===== config.mk =====
export PLATFORM = sky130hd
export DESIGN_NAME = uart_frame_tx_ctrl_flat
export DESIGN_NICKNAME = d
export VERILOG_FILES = /design/src/rtl/uart_frame_tx_ctrl_pkg.sv /design/src/rtl/uart_frame_tx_ctrl_if.sv /design/src/rtl/uart_frame_tx_ctrl_pacer.sv /design/src/rtl/uart_frame_tx_ctrl.sv /design/src/flat_wrapper.sv
export SDC_FILE = /design/constraint.sdc
export NUM_CORES = 1
export LEC_CHECK = 0
export CAP_MARGIN = 20
export CORE_ASPECT_RATIO = 2
export CORE_MARGIN = 2
export CORE_UTILIZATION = 57
export CTS_BUF_LIST = sky130_fd_sc_hd__clkbuf_8 sky130_fd_sc_hd__clkbuf_16
export DETAILED_ROUTE_END_ITERATION = 7
export PLACE_DENSITY = 0.95
export SLEW_MARGIN = 20
export SYNTH_ARGS = -nofsm -noshare
export SYNTH_HDL_FRONTEND = slang
export SYNTH_SLANG_ARGS = --single-unit

===== constraint.sdc =====
create_clock -name clk_i -period 4.4 [get_ports clk_i]
set_input_delay 0.88 -clock clk_i [delete_from_list [all_inputs] [get_ports clk_i]]
set_output_delay 0.88 -clock clk_i [all_outputs]
set_load 0.01 [all_outputs]

===== src/rtl/uart_frame_tx_ctrl_pkg.sv =====
// Shared types and constants for the frame transmit sequencer.
// Holds the FSM state encoding and the fixed preamble/trailer byte values.
package uart_frame_pkg;

    typedef enum logic [1:0] {
        IDLE = 2'd0,
        SYNC = 2'd1,
        DATA = 2'd2,
        EOT  = 2'd3
    } frame_state_t;

    localparam logic [7:0] SYNC_BYTE = 8'hFF;
    localparam logic [7:0] EOT_BYTE  = 8'hAA;

    // Wider of two widths, used to size the shared phase counter.
    function automatic int max_width(input int a, input int b);
        if (a > b) begin
            return a;
        end else begin
            return b;
        end
    endfunction

endpackage


===== src/rtl/uart_frame_tx_ctrl_if.sv =====
// Bus bundle between the frame sequencer and its surroundings:
// frame timer, transmit buffer read port and UART transmitter.
interface uart_frame_tx_ctrl_if #(
    parameter int AW = 15
) ();
    logic          start_i;
    logic          abort_i;
    logic [AW-1:0] len_i;
    logic          busy_o;
    logic          done_o;
    logic          missed_o;
    logic [AW-1:0] mem_adr_o;
    logic [7:0]    mem_dat_i;
    logic          tx_empty_i;
    logic          tx_wr_o;
    logic [7:0]    tx_dat_o;

    modport slave (
        input  start_i, abort_i, len_i, mem_dat_i, tx_empty_i,
        output busy_o, done_o, missed_o, mem_adr_o, tx_wr_o, tx_dat_o
    );

    modport master (
        output start_i, abort_i, len_i, mem_dat_i, tx_empty_i,
        input  busy_o, done_o, missed_o, mem_adr_o, tx_wr_o, tx_dat_o
    );
endinterface


===== src/rtl/uart_frame_tx_ctrl_pacer.sv =====
// UART write-strobe pacer: issues a registered strobe plus byte only when the
// transmitter reported empty and no strobe occurred in the two prior cycles.
module uart_tx_pacer (
    input  logic       clk_i,
    input  logic       rst_i,
    input  logic       req_i,
    input  logic [7:0] byte_i,
    input  logic       tx_empty_i,
    output logic       tx_wr_o,
    output logic [7:0] tx_dat_o,
    output logic       ack_o
);

    logic       wr_d;
    logic       wr_q;
    logic       wr_prev_q;
    logic [7:0] dat_d;
    logic [7:0] dat_q;
    logic       ack_s;

    // Two-cycle quiet window covers the UART empty-flag drop and buffer read latency.
    always_comb begin
        ack_s = req_i && tx_empty_i && !wr_q && !wr_prev_q;
        wr_d  = ack_s;
        if (ack_s) begin
            dat_d = byte_i;
        end else begin
            dat_d = dat_q;
        end
    end

    // Strobe history and output byte registers.
    always_ff @(posedge clk_i or posedge rst_i) begin
        if (rst_i) begin
            wr_q      <= 1'b0;
            wr_prev_q <= 1'b0;
            dat_q     <= 8'h00;
        end else begin
            wr_q      <= wr_d;
            wr_prev_q <= wr_q;
            dat_q     <= dat_d;
        end
    end

    assign tx_wr_o  = wr_q;
    assign tx_dat_o = dat_q;
    assign ack_o    = ack_s;

endmodule


===== src/rtl/uart_frame_tx_ctrl.sv =====
// Frame transmit sequencer: sync preamble, buffered payload, EOT trailer,
// one frame per accepted start request.
module uart_frame_tx_ctrl
    import uart_frame_pkg::*;
#(
    parameter int AW       = 15,
    parameter int SYNC_LEN = 32,
    parameter int EOT_LEN  = 16
) (
    input  logic                 clk_i,
    input  logic                 rst_i,
    uart_frame_tx_ctrl_if.slave  bus
);

    localparam int            CW        = max_width(AW, 8);
    localparam logic [CW-1:0] CNT_ONE   = {{(CW-1){1'b0}}, 1'b1};
    localparam logic [CW-1:0] SYNC_LAST = CW'(SYNC_LEN - 1);
    localparam logic [CW-1:0] EOT_LAST  = CW'(EOT_LEN - 1);
    localparam logic [CW-1:0] EOT_DONE  = CW'(EOT_LEN);
    localparam logic [AW-1:0] ADR_ONE   = {{(AW-1){1'b0}}, 1'b1};

    frame_state_t  state_d, state_q;
    logic [CW-1:0] cnt_d, cnt_q;
    logic [AW-1:0] len_d, len_q;
    logic [AW-1:0] adr_d, adr_q;
    logic          first_d, first_q;
    logic          busy_d, busy_q;
    logic          done_d, done_q;
    logic          missed_d, missed_q;
    logic          req_s;
    logic [7:0]    byte_s;
    logic          ack_s;
    logic [AW-1:0] len_last_s;
    logic          tx_wr_s;
    logic [7:0]    tx_dat_s;

    assign len_last_s = len_q - ADR_ONE;

    // Byte request towards the pacer; first_q holds off the cycle right after start.
    always_comb begin
        req_s  = 1'b0;
        byte_s = SYNC_BYTE;
        case (state_q)
            IDLE: begin
                req_s  = 1'b0;
                byte_s = SYNC_BYTE;
            end
            SYNC: begin
                req_s  = !first_q && !bus.abort_i;
                byte_s = SYNC_BYTE;
            end
            DATA: begin
                req_s  = !bus.abort_i;
                byte_s = bus.mem_dat_i;
            end
            EOT: begin
                req_s  = (cnt_q != EOT_DONE) && !bus.abort_i;
                byte_s = EOT_BYTE;
            end
            default: begin
                req_s  = 1'b0;
                byte_s = SYNC_BYTE;
            end
        endcase
    end

    // Sequencer next state; abort overrides everything once a frame is running.
    always_comb begin
        state_d  = state_q;
        cnt_d    = cnt_q;
        len_d    = len_q;
        adr_d    = adr_q;
        first_d  = 1'b0;
        done_d   = 1'b0;
        missed_d = 1'b0;
        case (state_q)
            IDLE: begin
                if (bus.start_i && !done_q) begin
                    state_d = SYNC;
                    len_d   = bus.len_i;
                    cnt_d   = '0;
                    adr_d   = '0;
                    first_d = 1'b1;
                end else begin
                    state_d = IDLE;
                end
            end
            SYNC: begin
                if (ack_s && (cnt_q == SYNC_LAST)) begin
                    cnt_d = '0;
                    if (len_q != '0) begin
                        state_d = DATA;
                    end else begin
                        state_d = EOT;
                    end
                end else if (ack_s) begin
                    cnt_d = cnt_q + CNT_ONE;
                end else begin
                    cnt_d = cnt_q;
                end
            end
            DATA: begin
                // Address stops at the last payload byte rather than running past it.
                if (ack_s && (cnt_q[AW-1:0] == len_last_s)) begin
                    cnt_d   = '0;
                    state_d = EOT;
                end else if (ack_s) begin
                    cnt_d = cnt_q + CNT_ONE;
                    adr_d = adr_q + ADR_ONE;
                end else begin
                    cnt_d = cnt_q;
                end
            end
            EOT: begin
                // cnt reaching EOT_DONE marks the cycle after the last trailer strobe.
                if (cnt_q == EOT_DONE) begin
                    state_d = IDLE;
                    cnt_d   = '0;
                    done_d  = 1'b1;
                end else if (ack_s) begin
                    if (cnt_q == EOT_LAST) begin
                        cnt_d = EOT_DONE;
                    end else begin
                        cnt_d = cnt_q + CNT_ONE;
                    end
                end else begin
                    cnt_d = cnt_q;
                end
            end
            default: begin
                state_d = IDLE;
                cnt_d   = '0;
            end
        endcase
        if (bus.abort_i && (state_q != IDLE)) begin
            state_d = IDLE;
            cnt_d   = '0;
            done_d  = 1'b0;
        end else begin
            done_d = done_d;
        end
        if (bus.start_i && (busy_q || done_q)) begin
            missed_d = 1'b1;
        end else begin
            missed_d = 1'b0;
        end
        busy_d = (state_d != IDLE);
    end

    // Sequencer and status registers.
    always_ff @(posedge clk_i or posedge rst_i) begin
        if (rst_i) begin
            state_q  <= IDLE;
            cnt_q    <= '0;
            len_q    <= '0;
            adr_q    <= '0;
            first_q  <= 1'b0;
            busy_q   <= 1'b0;
            done_q   <= 1'b0;
            missed_q <= 1'b0;
        end else begin
            state_q  <= state_d;
            cnt_q    <= cnt_d;
            len_q    <= len_d;
            adr_q    <= adr_d;
            first_q  <= first_d;
            busy_q   <= busy_d;
            done_q   <= done_d;
            missed_q <= missed_d;
        end
    end

    uart_tx_pacer u_pacer (
        .clk_i      (clk_i),
        .rst_i      (rst_i),
        .req_i      (req_s),
        .byte_i     (byte_s),
        .tx_empty_i (bus.tx_empty_i),
        .tx_wr_o    (tx_wr_s),
        .tx_dat_o   (tx_dat_s),
        .ack_o      (ack_s)
    );

    assign bus.busy_o    = busy_q;
    assign bus.done_o    = done_q;
    assign bus.missed_o  = missed_q;
    assign bus.mem_adr_o = adr_q;
    assign bus.tx_wr_o   = tx_wr_s;
    assign bus.tx_dat_o  = tx_dat_s;

endmodule


===== src/flat_wrapper.sv =====
// flat-port wrapper written by rule: the top's interface ports become plain ports
module uart_frame_tx_ctrl_flat import uart_frame_pkg::*;
#(
    parameter int AW       = 15,
    parameter int SYNC_LEN = 32,
    parameter int EOT_LEN  = 16
)
  (clk_i, rst_i, bus_start_i, bus_abort_i, bus_len_i, bus_mem_dat_i, bus_tx_empty_i, bus_busy_o, bus_done_o, bus_missed_o, bus_mem_adr_o, bus_tx_wr_o, bus_tx_dat_o);
  uart_frame_tx_ctrl_if #(.AW(AW)) bus_i ();
  input  logic clk_i;
  input  logic rst_i;
  input wire logic [$bits(bus_i.start_i)-1:0] bus_start_i;
  input wire logic [$bits(bus_i.abort_i)-1:0] bus_abort_i;
  input wire logic [$bits(bus_i.len_i)-1:0] bus_len_i;
  input wire logic [$bits(bus_i.mem_dat_i)-1:0] bus_mem_dat_i;
  input wire logic [$bits(bus_i.tx_empty_i)-1:0] bus_tx_empty_i;
  output wire logic [$bits(bus_i.busy_o)-1:0] bus_busy_o;
  output wire logic [$bits(bus_i.done_o)-1:0] bus_done_o;
  output wire logic [$bits(bus_i.missed_o)-1:0] bus_missed_o;
  output wire logic [$bits(bus_i.mem_adr_o)-1:0] bus_mem_adr_o;
  output wire logic [$bits(bus_i.tx_wr_o)-1:0] bus_tx_wr_o;
  output wire logic [$bits(bus_i.tx_dat_o)-1:0] bus_tx_dat_o;
  assign bus_i.start_i = bus_start_i;
  assign bus_i.abort_i = bus_abort_i;
  assign bus_i.len_i = bus_len_i;
  assign bus_i.mem_dat_i = bus_mem_dat_i;
  assign bus_i.tx_empty_i = bus_tx_empty_i;
  assign bus_busy_o = bus_i.busy_o;
  assign bus_done_o = bus_i.done_o;
  assign bus_missed_o = bus_i.missed_o;
  assign bus_mem_adr_o = bus_i.mem_adr_o;
  assign bus_tx_wr_o = bus_i.tx_wr_o;
  assign bus_tx_dat_o = bus_i.tx_dat_o;
  uart_frame_tx_ctrl #(.AW(AW), .SYNC_LEN(SYNC_LEN), .EOT_LEN(EOT_LEN)) u_core (.clk_i(clk_i), .rst_i(rst_i), .bus(bus_i));
endmodule

==> results of run 1 <==
-- sequential cells by signal (all words and copies together), names as in the netlist --
name,cells
u_core.len_q,15
u_core.u_pacer.wr_prev_q,1
u_core.u_pacer.tx_wr_o,1
u_core.bus.busy_o,1
u_core.cnt_q,15
u_core.first_q,1
u_core.bus.missed_o,1
u_core.bus.mem_adr_o,15
u_core.state_q,2
u_core.bus.done_o,1
u_core.u_pacer.tx_dat_o,8
-- worst min-delay path by stage --
stage               slack [ns]              startpoint                       end
finish                    0.40  u_core.u_pacer.tx_wr_o  u_core.u_pacer.wr_prev_q
global route              0.41  u_core.u_pacer.tx_wr_o  u_core.u_pacer.wr_prev_q
CTS                       0.41  u_core.u_pacer.tx_wr_o  u_core.u_pacer.wr_prev_q
detailed placement        0.39  u_core.u_pacer.tx_wr_o  u_core.u_pacer.wr_prev_q
global placement          0.40  u_core.u_pacer.tx_wr_o  u_core.u_pacer.wr_prev_q
floorplan                 0.44  u_core.u_pacer.tx_wr_o  u_core.u_pacer.wr_prev_q
-- metal layers --
layer	share of wire	vias to the layer above	global-route usage
li1	-	1514	-
met1	0.36	1581	0.314
met2	0.55	96	0.518
met3	0.039	41	0.0604
met4	0.046	0	0.183
met5	0	-	0
-- metrics by stage --
step           power, uW  std cells
2_1_floorplan        943        391
3_3_place_gp        1080        513
5_1_grt             1860        529
3_5_place_dp        1090        513
6_report            1780        529
4_1_cts             1790        529
-- layout by cell type (no fill, tap or decap), types with 3 or more instances in the layout --
master | Yosys | routed
a211oi_1 | 3 | 3
a21o_1 | 6 | 6
a21oi_1 | 8 | 8
a22o_1 | 3 | 3
a31oi_1 | 6 | 6
and3_1 | 8 | 8
buf_4 | 0 | 3
clkbuf_16 | 0 | 9
clkdlybuf4s50_1 | 0 | 54
dfrtp_1 | 61 | 61
ha_1 | 4 | 4
inv_1 | 17 | 18
mux2_2 | 12 | 12
nand2_1 | 34 | 34
nand2b_1 | 6 | 6
nand3_1 | 16 | 16
nand4_1 | 10 | 10
nor2_1 | 31 | 31
nor2b_1 | 5 | 5
nor3_1 | 13 | 13
nor3b_1 | 5 | 4
nor4_1 | 8 | 8
o21a_1 | 5 | 5
o21ai_0 | 19 | 19
o21ai_1 | 6 | 6
o31ai_1 | 3 | 3
or3_1 | 3 | 3
or3_4 | 3 | 3
xnor2_1 | 21 | 21
xor2_1 | 8 | 8
-- power by group through the flow --
| stage | clock network (uW) | logic (uW) | registers (uW) |
|---|---|---|---|
| 2_1_floorplan | 0 | 250 | 693 |
| 3_3_place_gp | 0 | 367 | 710 |
| 3_5_place_dp | 0 | 379 | 714 |
| 4_1_cts | 703 | 383 | 704 |
| 5_1_grt | 728 | 415 | 715 |
| 6_report | 694 | 383 | 705 |
-- logic make-up (layout without fill, tap and decap cells) --
family	count (synthesis)	count (layout)	share of synthesized area
compound gates	86	86	0.166
flops	61	61	0.418
buf+inv	38	90	0.0446
fa+ha+maj	4	4	0.0137
xor+xnor	29	29	0.0696
mux	13	13	0.0398
simple gates	160	160	0.248
-- final cells by class --
type | instances | area (um2) | share of cell area
sequential | 61 | 1530 | 0.338
multi-input combinational | 292 | 1970 | 0.435
clock buffer | 10 | 239 | 0.0529
timing repair buffer | 57 | 563 | 0.125
tap | 86 | 108 | 0.0238
clock inverter | 6 | 55.1 | 0.0122
inverter | 17 | 63.8 | 0.0141
-- critical path: cells and delay by family --
| family | cells | cell delay [ns] |
|---|---|---|
| buf+inv | 1 | 0.45 |
| compound gates | 4 | 1.11 |
| simple gates | 4 | 1.27 |
==> summary.md, run 1 <==
| Metric | Value |
|---|---|
| Peak Freq | between 200 and 300 MHz |
| Fillers | between 400 and 500 |
| Initial antenna violation count | 0 |
| Htree depth | 3 |
| Syn_nets | between 400 and 500 |
| Seq/Total Area, Yosys | 0.418 |
| Fin crit period | roughly 3.5 ns |
| Post-synth top cells | dfrtp_1, nand2_1, nor2_1 |
| Drt first pass iters | 4 |
| Row count | a little over 40 |
| Hold Buf Count CTS | 0 |
| Final instance area | ~4500 um2 |
| HP Class | register to register |
| Area Growth Syn to Fin | 23.9% |
| Internal power | 1270 uW |
| Post-route worst setup slack | between 0.9 and 1 ns |
| Hold Vio Cnt, Final | 0 |
| RSZ-0062 raised after global routing | no |
| DRC Markers | 0 |
| Average size of a mapped cell | 9.33 um2 |
| Die X | 60.6 um |
| Vias in the first global route | 3246 |
| Post-synthesis register bit count | 61 |
| Dpl cell area | 4230 um2 |
| Asr flop ratio synth | 1.00 |
| Post-synth cell types | 66 |
| Final ANT Viol Nets | 0 |
| Critical path endpoint | u_core.cnt_q[13] |
| Pwr/cell area | approximately 400 nW/um2 |
| Vias per cell | 6.11 |
| Post-Syn Area | 3650 um2 |
| Crit path from | bus_tx_empty_i |
| Path depth of the worst reg2reg path | 10 |
| CP startpoint kind | input port |
| Die area | between 7000 and 8000 um2 |
| Launching point of the worst reg2reg path | u_core.len_q[0] |
| Clk slew on worst S/H paths | around 0.05 ns |
| Routed length per instance | between 15 and 20 um |
| Largest cells by area after synthesis | dfrtp_1, xnor2_1, mux2_2 |
| Synth Instances | 391 |
| Setup skew after layout | 0.00768 ns |
| Ys flop type | dfrtp_1 |
| R2r endpoint | u_core.bus.mem_adr_o[10] |
| Initial Util | 0.583 |
| Final setup viols | 0 |
| Slew @ Worst Pin | around 0.95 ns |
| I/O Pins | 55 |
| DR iter-0 viols | about 230 |
| R2R setup slack | 1.04 ns |
| Die Height | 117 um |
| Crit path required time | about 4.6 ns |
| Total GRT Usage | 0.297 |
| Hold path cells | 0 |
| CP max FO | 9 |
| Part of the power in registers | 0.396 |
| Clock Sinks | 61 |
| Number of flops mapped to enable cells by yosys | 0 |
| Yosys top cell by area | dfrtp_1 |
| Tcrit/Tclk final | 0.791 |
| CP Class | input port to register |
| Crit path DAT | between 3 and 4 ns |
| Root Driver | clkbuf_16 |
| Max-Cap Viols | 0 |
| Crit end category | register |
| Share of Yosys cell area claimed by the top area cell type | 0.418 |
| Post-CTS sizing | 0 |
| Crit-path cells | clkdlybuf4s50_1 > nor3b_1 > nand3_1 > nor4_1 > o21ai_1 > o211ai_1 > nor2_2 > a21o_1 > a22o_1 |
| Critical-path cell with the highest stage delay | nor4_1 |
| Largest net degree at the start of global routing | 47 |
| Clk pwr share | 0.390 |
| Count leader, synth | dfrtp_1 |
| Peak supply drop | roughly 0.0003 V |
| Dpl ws | 0.613 ns |
| Final Routed Wirelength | 9490 um |
| Setup TNS | 0 ns |
| CP peak stage delay | approximately 0.54 ns |
| Net load switching power | 512 uW |
| Antenna Cells | 0 |
| Area of the core | 6260 um2 |
| Clk_lat worst skew | 0.34 ns |
| Setup Buffers After CTS | 0 |
| CTS tree | done |
| Leak Pwr | 0.00186 uW |
| Final core utilization | 0.722 |
| Hold slack | 0.405 ns |
| First-pass GRT wire length | 15500 um |
| Combinational Power Share | 0.215 |
| PortBufs | 54 |
| Status | finished, final reports clean |
| Sw Share | 0.287 |
| Routability cong. | 0.958 |
| GRT overflow | 0 |
| Layout Nets | 470 |
| Yosys warns | 0 |
| HPWL after DPL | 6930 um |
| Max clock buf depth | 2 |
| Pins Over Slew Limit | 0 |
| Routed via count | 3232 |
| TritonCTS Buffers | 9 |
| Fraction of layout cells with a size suffix above 1 | 0.108 |
| Max_slew headroom | 0.366 |
Note: power is estimated with default switching activity, not from simulation.
==> inputs of run 2 (changes only) <==
--- a/config.mk
+++ b/config.mk
@@ -8,10 +8,10 @@
 export CAP_MARGIN = 20
 export CORE_ASPECT_RATIO = 2
 export CORE_MARGIN = 2
-export CORE_UTILIZATION = 57
+export CORE_UTILIZATION = 55
 export CTS_BUF_LIST = sky130_fd_sc_hd__clkbuf_8 sky130_fd_sc_hd__clkbuf_16
 export DETAILED_ROUTE_END_ITERATION = 7
-export PLACE_DENSITY = 0.95
+export PLACE_DENSITY = 0.92
 export SLEW_MARGIN = 20
 export SYNTH_ARGS = -nofsm -noshare
 export SYNTH_HDL_FRONTEND = slang
==> constraint.sdc (replaced) <==
create_clock -name clk_i -period 3.6 [get_ports clk_i]
set_input_delay 0.72 -clock clk_i [delete_from_list [all_inputs] [get_ports clk_i]]
set_output_delay 0.72 -clock clk_i [all_outputs]
set_load 0.01 [all_outputs]
==> run 2 against run 1 <==
- register-to-register slack lost 0.62 ns
- die area grew 3.4%
- sequential cell count is the same
- count of clock-buffer cells in the layout grew 1
- critical path depth shrank 1
- critical path type is now register to register
- critical endpoint unchanged
- largest cell class unchanged
==> summary.md, run 2 (synthesized netlist as in run 1, its figures left out) <==
| Metric | Value |
|---|---|
| Setup skew after layout | 0.00457 ns (was 0.00768 ns) |
| Min-Delay Endpoint | u_core.u_pacer.wr_prev_q (unchanged) |
| Post-CTS sizing | 0 (unchanged) |
| R2R setup slack | 0.42 ns (was 1.04 ns) |
| Met3 WL | 589 um (was 368 um) |
| Path depth of the worst reg2reg path | 8 (was 10) |
| Layout Nets | 473 (was 470) |
| I/O Pins | 55 (unchanged) |
| Setup TNS | 0 ns (unchanged) |
| Largest net degree at the start of global routing | 35 (was 47) |
| Met2 routed WL | 4650 um (was 5230 um) |
| Htree depth | 3 (unchanged) |
| First-pass GRT wire length | 15500 um (about the same) |
| Fin crit period | 3.18 ns |
| Routability cong. | 0.941 (was 0.958) |
| Final setup viols | 0 (unchanged) |
| CP max FO | 9 (unchanged) |
| CP startpoint kind | register (was input port) |
| Crit end category | register (unchanged) |
| Setup Buffers After CTS | 0 (unchanged) |
| CP Class | register to register (was input port to register) |
| Most common cell after layout, fill and taps aside | dfrtp_1 (unchanged) |
| Total GRT Usage | 0.283 (was 0.297) |
| GRT overflow | 0 (unchanged) |
| Clk slew on worst S/H paths | 0.05 ns (about the same) |
| Max_slew headroom | 0.455 (was 0.366) |
| Hold path cells | 0 (unchanged) |
| Met1 WL | 3550 um (was 3450 um) |
| Peak Freq | 314 MHz |
| Initial Util | 0.560 (was 0.583) |
| Die X | 61.6 um (was 60.6 um) |
| CTS tree | done (unchanged) |
| Final Routed Wirelength | 9230 um (was 9490 um) |
| Drt first pass iters | 5 (was 4) |
| Highest Signal Layer | met4 (unchanged) |
| Antenna Cells | 0 (unchanged) |
| Peak supply drop | 0.000453 V (was 0.000308 V) |
| Row count | 42 (was 41) |
| DR iter-0 viols | 252 (was 228) |
| HPWL after DPL | 6390 um (was 6930 um) |
| Die Height | 119 um (was 117 um) |
| Clock Sinks | 61 (unchanged) |
| Dpl cell area | 4260 um2 (was 4230 um2) |
| Min-delay src | u_core.u_pacer.tx_wr_o (unchanged) |
| Final instance area | 4590 um2 (was 4520 um2) |
| Routed via count | 3303 (was 3232) |
| Final ANT Viol Nets | 0 (unchanged) |
| Vias per cell | 6.19 (was 6.11) |
| Hold Vio Cnt, Final | 0 (unchanged) |
| Slew @ Worst Pin | 0.809 ns (was 0.950 ns) |
| R2r endpoint | u_core.cnt_q[13] (was u_core.bus.mem_adr_o[10]) |
| TritonCTS Buffers | 9 (unchanged) |
| Pwr/cell area | 493 nW/um2 (was 394 nW/um2) |
| Clk_lat worst skew | 0.34 ns (about the same) |
| Status | finished, final reports clean (unchanged) |
| Die area | 7340 um2 (was 7100 um2) |
| DRC Markers | 0 (unchanged) |
| Pins Over Slew Limit | 0 (unchanged) |
| Fraction of layout cells with a size suffix above 1 | 0.117 (was 0.108) |
| Commonest non-fill, non-tap cells in the layout | dfrtp_1, clkdlybuf4s50_1, nand2_1 (unchanged) |
| HP Class | register to register (unchanged) |
| Routed length per instance | 17.3 um (was 17.9 um) |
| PortBufs | 54 (unchanged) |
| Area Growth Syn to Fin | 25.8% (was 23.9%) |
| Crit path required time | 3.82 ns (was 4.63 ns) |
| Vias in the first global route | 3158 (was 3246) |
| Leak Pwr | 0.00190 uW (was 0.00186 uW) |
| RSZ-0062 raised after global routing | no (unchanged) |
| Root Driver | clkbuf_16 (unchanged) |
| Area of the core | 6520 um2 (was 6260 um2) |
| Initial antenna violation count | 0 (unchanged) |
| Max clock buf depth | 2 (unchanged) |
| Launching point of the worst reg2reg path | u_core.cnt_q[5] (was u_core.len_q[0]) |
| Hold Buf Count CTS | 0 (unchanged) |
| Tcrit/Tclk final | 0.883 |
| Crit path DAT | 3.41 ns (was 3.71 ns) |
| Max-Cap Viols | 0 (unchanged) |
[run 2: area by class of cell]
class	count	area, um2
Timing Repair Buffer	60	598
Inverter	17	63.8
Clock buffer	11	253
Sequential cell	61	1530
Tap cell	88	110
Clock inverter	5	73.8
Fill cell	514	1930
Multi-Input combinational cell	292	1970
[run 2: critical path, cell delays in order, from the launching register on]
cell and delay (ns):
dfrtp_1 0.46, nor4_1 0.64, nand3_1 0.30, nor4_1 0.46
o21ai_1 0.24, o211ai_1 0.43, nor2_2 0.17, a21o_1 0.19
a22o_1 0.17
[run 2: metal layers]
metal,GRT usage,up-vias
li1,-,1516
met1,0.358,1590
met2,0.431,159
met3,0.0717,38
met4,0.148,0
met5,0,-
[run 2: power by group]
group / total [uW] / internal [uW] / switching (uW)
clock network: 934 / 637 / 297
registers: 863 / 766 / 97.7
logic: 465 / 244 / 221
total: 2260 / 1650 / 615
[run 2: through the flow]
| stage | hold WS [ns] | power, uW | worst slack (ns) | cells | util |
|---|---|---|---|---|---|
| floorplan | 0.435 | 1150 | 0.707 | 391 | - |
| global placement | 0.406 | 1310 | 0.326 | 518 | 0.654 |
| detailed placement | 0.404 | 1330 | 0.266 | 518 | 0.654 |
| CTS | 0.417 | 2270 | 0.482 | 534 | 0.704 |
| global route | 0.433 | 2360 | 0.279 | 534 | 0.704 |
| finish | 0.414 | 2260 | 0.420 | 534 | 0.704 |
[run 2: worst max-delay path by stage]
stage,from,to,slack (ns)
finish,u_core.cnt_q[5],u_core.cnt_q[13],0.42
global route,bus_tx_empty_i,u_core.cnt_q[8],0.28
CTS,u_core.len_q[0],u_core.cnt_q[11],0.48
detailed placement,bus_abort_i,u_core.cnt_q[11],0.27
global placement,bus_tx_empty_i,u_core.cnt_q[12],0.33
floorplan,bus_tx_empty_i,u_core.cnt_q[12],0.71
